**src/rtl/clock_manager_if.sv**
```systemverilog
// rtl/clock_manager_if.sv - lock, divisor and reset/enable bundle for clock_manager.
// Optional CLOCK_MANAGER_LOSS_COUNT_EN adds loss_count.
interface clock_manager_if #(
   parameter int NUM_CH = 3,
   parameter int DIV_W  = 8
);
   logic                    locked;
   logic [NUM_CH*DIV_W-1:0] div_in;
   logic                    clear_lost;
   logic                    sys_reset_n;
   logic [NUM_CH-1:0]       ce;
   logic                    lock_lost;
   logic [1:0]              state;
`ifdef CLOCK_MANAGER_LOSS_COUNT_EN
   logic [7:0]              loss_count;

   modport master (
      output locked, div_in, clear_lost,
      input  sys_reset_n, ce, lock_lost, state, loss_count
   );
   modport slave (
      input  locked, div_in, clear_lost,
      output sys_reset_n, ce, lock_lost, state, loss_count
   );
`else
   modport master (
      output locked, div_in, clear_lost,
      input  sys_reset_n, ce, lock_lost, state
   );
   modport slave (
      input  locked, div_in, clear_lost,
      output sys_reset_n, ce, lock_lost, state
   );
`endif
endinterface

```
**src/rtl/clock_manager.sv**
```systemverilog
// rtl/clock_manager.sv - PLL lock filter, system reset sequencer and clock-enable dividers.
// Optional CLOCK_MANAGER_LOSS_COUNT_EN adds an 8-bit saturating lock-loss counter.
module clock_manager #(
   parameter int NUM_CH      = 3,
   parameter int DIV_W       = 8,
   parameter int LOCK_FILTER = 1024,
   parameter int RESET_HOLD  = 16
) (
   input logic           clock_in,
   input logic           reset_n,
   clock_manager_if.slave io
);
   localparam int FW = $clog2(LOCK_FILTER) + 1;
   localparam int HW = $clog2(RESET_HOLD) + 1;
   localparam logic [FW-1:0] F_LAST = FW'(LOCK_FILTER - 1);
   localparam logic [HW-1:0] H_LAST = HW'(RESET_HOLD - 1);

   typedef enum logic [1:0] {
      WAIT_LOCK = 2'd0,
      FILTER    = 2'd1,
      HOLD      = 2'd2,
      RUN       = 2'd3
   } state_t;

   state_t            st;
   logic              sync1;
   logic              lock_s;
   logic [FW-1:0]     fcnt;
   logic [HW-1:0]     hcnt;
   logic [DIV_W-1:0]  cnt [NUM_CH];
   logic              sys_rst_q;
   logic              lost_q;
   logic [NUM_CH-1:0] ce_q;
`ifdef CLOCK_MANAGER_LOSS_COUNT_EN
   logic [7:0]        loss_q;
`endif

   always_ff @(posedge clock_in or negedge reset_n) begin
      if (!reset_n) begin
         sync1  <= 1'b0;
         lock_s <= 1'b0;
      end else begin
         sync1  <= io.locked;
         lock_s <= sync1;
      end
   end

   // Each divider counter doubles as the divisor shadow: it only takes a new
   // div_in value on the cycle its pulse fires, so mid-period edits cannot glitch.
   always_ff @(posedge clock_in or negedge reset_n) begin
      if (!reset_n) begin
         st        <= WAIT_LOCK;
         fcnt      <= '0;
         hcnt      <= '0;
         sys_rst_q <= 1'b0;
         ce_q      <= '0;
         lost_q    <= 1'b0;
         for (int i = 0; i < NUM_CH; i++) cnt[i] <= '0;
`ifdef CLOCK_MANAGER_LOSS_COUNT_EN
         loss_q    <= '0;
`endif
      end else begin
         ce_q   <= '0;
         lost_q <= lost_q & ~io.clear_lost;
         for (int i = 0; i < NUM_CH; i++) cnt[i] <= io.div_in[i*DIV_W +: DIV_W];
`ifdef CLOCK_MANAGER_LOSS_COUNT_EN
         if (io.clear_lost) loss_q <= '0;
`endif
         case (st)
            WAIT_LOCK: begin
               sys_rst_q <= 1'b0;
               if (lock_s) begin
                  st   <= FILTER;
                  fcnt <= '0;
               end
            end
            FILTER: begin
               if (!lock_s) begin
                  st <= WAIT_LOCK;
               end else if (fcnt == F_LAST) begin
                  st   <= HOLD;
                  hcnt <= '0;
               end else begin
                  fcnt <= fcnt + 1'b1;
               end
            end
            HOLD: begin
               if (!lock_s) begin
                  st <= WAIT_LOCK;
               end else if (hcnt == H_LAST) begin
                  st        <= RUN;
                  sys_rst_q <= 1'b1;
                  ce_q      <= '1;
               end else begin
                  hcnt <= hcnt + 1'b1;
               end
            end
            RUN: begin
               if (!lock_s) begin
                  st        <= WAIT_LOCK;
                  sys_rst_q <= 1'b0;
                  lost_q    <= 1'b1;
`ifdef CLOCK_MANAGER_LOSS_COUNT_EN
                  if (io.clear_lost)         loss_q <= 8'd1;
                  else if (loss_q != 8'hFF)  loss_q <= loss_q + 1'b1;
`endif
               end else begin
                  for (int i = 0; i < NUM_CH; i++) begin
                     if (cnt[i] == '0) ce_q[i] <= 1'b1;
                     else              cnt[i]  <= cnt[i] - 1'b1;
                  end
               end
            end
         endcase
      end
   end

   assign io.sys_reset_n = sys_rst_q;
   assign io.ce          = ce_q;
   assign io.lock_lost   = lost_q;
   assign io.state       = st;
`ifdef CLOCK_MANAGER_LOSS_COUNT_EN
   assign io.loss_count  = loss_q;
`endif
endmodule

```
**src/flat_wrapper.sv**
```systemverilog
// flat-port wrapper written by rule: the top's interface ports become plain ports
module clock_manager_flat 
#(
   parameter int NUM_CH      = 3,
   parameter int DIV_W       = 8,
   parameter int LOCK_FILTER = 1024,
   parameter int RESET_HOLD  = 16
)
  (clock_in, reset_n, io_locked, io_div_in, io_clear_lost, io_sys_reset_n, io_ce, io_lock_lost, io_state);
  clock_manager_if #(.NUM_CH(NUM_CH), .DIV_W(DIV_W)) io_i ();
  input logic clock_in;
  input logic reset_n;
  input wire logic [$bits(io_i.locked)-1:0] io_locked;
  input wire logic [$bits(io_i.div_in)-1:0] io_div_in;
  input wire logic [$bits(io_i.clear_lost)-1:0] io_clear_lost;
  output wire logic [$bits(io_i.sys_reset_n)-1:0] io_sys_reset_n;
  output wire logic [$bits(io_i.ce)-1:0] io_ce;
  output wire logic [$bits(io_i.lock_lost)-1:0] io_lock_lost;
  output wire logic [$bits(io_i.state)-1:0] io_state;
  assign io_i.locked = io_locked;
  assign io_i.div_in = io_div_in;
  assign io_i.clear_lost = io_clear_lost;
  assign io_sys_reset_n = io_i.sys_reset_n;
  assign io_ce = io_i.ce;
  assign io_lock_lost = io_i.lock_lost;
  assign io_state = io_i.state;
  clock_manager #(.NUM_CH(NUM_CH), .DIV_W(DIV_W), .LOCK_FILTER(LOCK_FILTER), .RESET_HOLD(RESET_HOLD)) u_core (.clock_in(clock_in), .reset_n(reset_n), .io(io_i));
endmodule
```
**config.mk**
```make
export PLATFORM = sky130hd
export DESIGN_NAME = clock_manager_flat
export DESIGN_NICKNAME = d
export VERILOG_FILES = /design/src/rtl/clock_manager_if.sv /design/src/rtl/clock_manager.sv /design/src/flat_wrapper.sv
export SDC_FILE = /design/constraint.sdc
export NUM_CORES = 1
export LEC_CHECK = 0
export ABC_AREA = 1
export CAP_MARGIN = 20
export CORE_MARGIN = 2
export CORE_UTILIZATION = 33
export CTS_BUF_LIST = sky130_fd_sc_hd__clkbuf_4 sky130_fd_sc_hd__clkbuf_8 sky130_fd_sc_hd__clkbuf_16
export DETAILED_ROUTE_END_ITERATION = 7
export PLACE_DENSITY_LB_ADDON = 0.25
export SYNTH_ARGS = -nofsm -noshare
export SYNTH_HDL_FRONTEND = slang
export SYNTH_SLANG_ARGS = --single-unit
```
**constraint.sdc**
```tcl
create_clock -name clock_in -period 3 [get_ports clock_in]
set_clock_uncertainty 0.1 [all_clocks]
set_input_delay 0.3 -clock clock_in [delete_from_list [all_inputs] [get_ports clock_in]]
set_output_delay 0.3 -clock clock_in [all_outputs]
set_load 0.01 [all_outputs]
```
# Word level (Yosys, flattened, before mapping)
# Cells that the tools add are included.
# Widths: inputs -> output; s select.
[totals]
regBits = 49
out_inout_bits = 7
[classes]
n_addsub = 5
n_eq_ne = 15
muxes = 34
bitwise_logic = 2
reduce_logical = 11
[ops]
columns = ["cell", "count"]
rows = [
  ["$mux 24", 2],
  ["$mux 11", 3],
  ["$logic_not 8->1", 3],
  ["$mux 8", 3],
  ["$sub 8x1->8 const B", 3],
  ["$pmux 11 s2", 1],
  ["$mux 5", 4],
  ["$mux 2", 6],
  ["$reduce_and 4->1", 3],
  ["$add 11x1->11 const B", 1],
  ["$eq 11x10->1 const B", 1],
  ["$ne 2x1->1 const B", 5],
  ["$pmux 5 s2", 1],
  ["$mux 3", 3],
  ["$mux 1", 8],
  ["$pmux 2 s4", 1],
  ["$ne 2x2->1 const B", 3],
  ["$ne 3x3->1 const B", 2],
  ["$pmux 3 s2", 1],
  ["$add 5x1->5 const B", 1],
  ["$eq 5x4->1 const B", 1],
  ["$reduce_and 5->1", 1],
  ["$eq 2x2->1 const B", 2],
  ["$reduce_bool 2->1", 2],
  ["other kinds (6)", 6],
]

# Depth between registers and ports, before layout
[logic_depth]
ltp_word = 4
mapped_depth = 10

# Worst setup path after synthesis
# OpenSTA, ideal clock, no wires.
[synth_path]
path_type = "reg2reg"
start = "register u_core.hcnt[0]"
end = "register u_core.hcnt[3]"
t_arrival_ps = 1442
required_ps = 2778
path_slack_ps = 1336
path_stages_with_launch = 11
n_path_buf = 0
synth_period_minus_slack_ps = 1664
path_cell_list = "dfrtp_1 -> ha_1 -> nand2_1 -> nor2_1 -> ha_1 -> nor2_4 -> nor2_1 -> nor2_1 -> nand2_2 -> nand2_1 -> o21ai_1"
[synth_between]
elab_chain_cells = 4
elab_cells_between_ends = 7
classes_between = "add/sub: 1; eq/ne: 2; mux: 3; reduce/logical: 1"
[synth_rtl]
columns = ["item", "line_no", "rtl"]
rows = [
  ["start: declaration", "clock_manager.sv:29", "logic [HW-1:0] hcnt;"],
  ["start signal: assignment", "clock_manager.sv:95", "hcnt <= hcnt + 1'b1;"],
  ["$add 5x1->5", "clock_manager.sv:95", ""],
  ["$mux 5", "clock_manager.sv:90", "end else if (hcnt == H_LAST) begin"],
  ["$mux 5", "clock_manager.sv:88", "if (!lock_s) begin"],
  ["$pmux 5 s2", "clock_manager.sv:69", "case (st)"],
]
# Several ways; a longest one is shown, not always the timed one. The select of a mux whose other input is x is not followed.
# A chain may end at the register's enable or synchronous reset.

# Final worst setup path
[layout_path]
start = "register u_core.st[0] (netlist: u_core.io.state[0])"
end = "register u_core.hcnt[2]"
[layout_between]
elab_chain_cells = 3
elab_cells_between_ends = 9
classes_between = "eq/ne: 6; mux: 1; reduce/logical: 2"
[layout_rtl]
columns = ["item", "line_no", "rtl"]
rows = [
  ["start: declaration", "clock_manager.sv:25", "state_t st;"],
  ["start signal: assignment", "clock_manager.sv:52", "st <= WAIT_LOCK;"],
  ["start signal: assignment", "clock_manager.sv:73", "st <= FILTER;"],
  ["start signal: assignment", "clock_manager.sv:79", "st <= WAIT_LOCK;"],
  ["$eq 2x2->1 / $eq 2x1->1 (equally long branches)", "clock_manager.sv:69", ""],
  ["$ne 2x2->1 (no line), or another cell as far along", "--", ""],
  ["$reduce_and 5->1 (no line)", "--", ""],
]
# Several ways; a longest one is shown, not always the timed one.

==> impl_metrics.ini <==
[clock_tree]
cts-root-buf = clkbuf_8
clk_path_buf_depth = 2
cts_buffers = 5
ctsHtreeMaxLevel = 2
cts_tree = yes
clock_insertion_delay_worst_skew_ps = 300
numClockSinks = 49
clk_pin_slew_ps = 90

[timing]
slew_violations = 0
tightest_slew_ps = 753
slew_headroom_pct = 49.8
hold_viol = 0
rsz0062_at_grt = no
fin_tns_setup_ps = 0
setup_viol = 0
period_share_pct = 63.9
worst_slack_ps = 1080
max_freq_mhz = 522
period_needed_ps = 1920

[global_route]
grt_pass1_vias = 2047
antenna_found_initial = 0
overflow = 0
grt_max_degree = 34
grt_pass1_wl_um = 9090
grt.total_usage_pct = 12.8

[power_and_ir_drop]
seqPwrFrac_pct = 53.6
p_leak_nw = 1.47
p_clk_share_pct = 36.5
switching_share_pct = 24.1
ir_drop_v = 0.000174
p_sw_mw = 0.318
combPwrFrac_pct = 9.9
p_int_mw = 0.999
power_mw = 1.32
power_density_nw_per_um2 = 405

[worst_setup_path]
worstPathCellList = inv_1 -> nor2_1 -> nor2_1 -> nor2_1 -> nand2_2 -> nand2_1 -> o21ai_1
arrival_ps = 2010
required_ps = 3090
reg2reg_from = u_core.io.state[0]
crit_top_cell = nor2_1
crit_buf_inv = 1
startpoint = u_core.io.state[0]
worstPathMaxFanout = 11
cp-end-kind = register
critical-path-max-stage-delay_ps = 550
path_class = reg2reg
crit_family = simple AND/OR/NAND/NOR gates
worst_setup_path_start_kind = register
slowest_stage = nor2_1

[synth]
synthCells = 328
synth_top_area_share_pct = 45.6
synth_area_leader_cell = dfrtp_1
synth.area.top_cells = dfrtp_1 (46%), nand2_1 (12%), nor2_1 (5.6%), nand3_1 (4.5%), inv_1 (4.1%)
synth_fp_nets = 362
synth_cell_types = 30
avgSynthCellArea_um2 = 8.19
ys_seq_area_share_pct = 45.6
syn_area_um2 = 2690
ys_seq_elements = 49
yosysWarningCount = 0

[die]
core_area_um2 = 7810
fp.dieH_um = 94.2
die_w_um = 94.2
num_rows = 32
die_area_um2 = 8880
start_util_pct = 34.4
pin_count = 35

[routing]
wl_per_cell_um = 10.8
vias = 2146
ant_nets = 0
drt_iter0_markers = 75
drc_errors = 0
dr.pass1.iters = 5
vias_per_cell = 4.56
drt-total-wl_um = 5110

[place]
place_congestion = 0.807
dp_hpwl_um = 3740
dp_slack_ps = 1080
post_dp_cell_area_um2 = 3130
io_buffer_count = 34

[job]
cap_violations = 0

[finish]
drive_above_1_share_pct = 9.21
fin_nets = 402
final_area_um2 = 3250
antennaDiodeCount = 0
area_growth_pct = 21.1
fin_util_pct = 41.7
fillers = 827

[min_path]
worstHoldStart = u_core.sync1
hold_path.class = reg2reg

[outcome]
outcome = complete, no violations
[worst register-to-register path, cell delays in order, from the launching register on]
cell,delay (ps)
dfrtp_1,480
inv_1,100
nor2_1,550
nor2_1,140
nor2_1,180
nand2_2,120
nand2_1,80
o21ai_1,60
[repair_timing]
item	in CTS	in global routing
setup endpoints to repair	0	0
resized for setup	0	0
hold buffers	1	0
endpoints found under the hold margin	23	0
buffers inserted	0	0
[layout make-up]
type | instances | area [um^2] | share of cell area, %
multi-input cells | 242 | 1290 | 39.8
well taps | 102 | 128 | 3.92
inverters | 34 | 135 | 4.16
repair buffers | 36 | 353 | 10.9
clock buffers | 5 | 68.8 | 2.12
flip-flops and latches | 49 | 1230 | 37.7
clock inverters | 3 | 46.3 | 1.42
[per-layer routing]
metal  wire length [um]  share of wire [%]  GRT usage, %  up-vias
met5                  0                  0             0        -
met4                 59                1.2          3.62        0
met3                202                4.0          2.73        5
met2               2320                 45          21.0       47
met1               2530                 50          17.2      964
li1                   -                  -             -     1130
[power groups by stage]
stage                     clock, mW  sequential (mW)  combinational [mW]
after floorplan                   0            0.715              0.0716
after global placement            0            0.719               0.131
after detailed placement          0            0.719               0.132
after CTS                     0.502            0.706               0.133
after global routing          0.534            0.709               0.150
final                         0.481            0.706               0.130
[synthesized netlist by cell type]
cell type and instances:
nand2_1 89, dfrtp_1 49, nor2_1 40, inv_1 29, nand3_1 24, o21ai_1 14
o21ai_0 13, xnor2_1 12, a21oi_1 7, xor2_1 7, ha_1 6, nor2_4 4
inv_2 3, nand2_2 3, nand4_1 3, nor2_8 3, o22ai_1 3, a21oi_2 2
buf_6 2, nand2_4 2, nor2_2 2, nor3_1 2, or2_2 2, a21o_1 1
a31oi_1 1, buf_4 1, inv_4 1, inv_6 1, nand4_4 1, o21bai_1 1
[cell families (layout without fill, tap and decap cells)]
logic type / after synthesis / in the layout / share of synthesized area, %
AO/OA/AOI/OAI: 42 / 42 / 8.48
XOR/XNOR: 19 / 19 / 6.19
adder cells (fa/ha/maj): 6 / 6 / 2.79
buffers and inverters: 37 / 78 / 6.15
flip-flops: 49 / 49 / 45.6
AND/OR/NAND/NOR: 175 / 175 / 30.7
[worst paths after layout]
path / endpoint / slack, ps / cells past startpoint
setup reg to reg: u_core.hcnt[2] / 1080 / 7
hold / removal: u_core.lock_s / 270 / 0
min in group asynchronous: u_core.fcnt[2] / 500 / 2
setup / recovery: u_core.hcnt[2] / 1080 / 7
hold reg to reg: u_core.lock_s / 270 / 0
max in group asynchronous: u_core.hcnt[3] / 1600 / 3
[stage by stage]
step                hold WS (ps)  instances
CTS                          276        471
finish                       269        471
global route                 276        471
detailed placement           254        462
global placement             241        462
floorplan                  -95.6        328
[state kept, by name, summed over array words and instances (netlist names)]
register / count
u_core.cnt: 24
u_core.fcnt: 11
u_core.hcnt: 5
u_core.io.ce: 3
u_core.io.state: 2
u_core.io.lock_lost: 1
u_core.io.sys_reset_n: 1
u_core.lock_s: 1
u_core.sync1: 1
[cell usage in the layout (no fill, tap or decap), types with 2 or more instances in the layout]
master and count:
nand2_1 89, dfrtp_1 49, nor2_1 40, clkdlybuf4s50_1 33
inv_1 29, nand3_1 24, o21ai_1 14, o21ai_0 13
xnor2_1 12, xor2_1 7, a21oi_1 7, ha_1 6
clkbuf_8 5, nor2_4 4, nor2_8 3, nand2_2 3
o22ai_1 3, inv_2 3, nand4_1 3, nand2_4 2
nor3_1 2, nor2_2 2, a21oi_2 2, or2_2 2
Note: power is estimated with default switching activity, not from simulation.
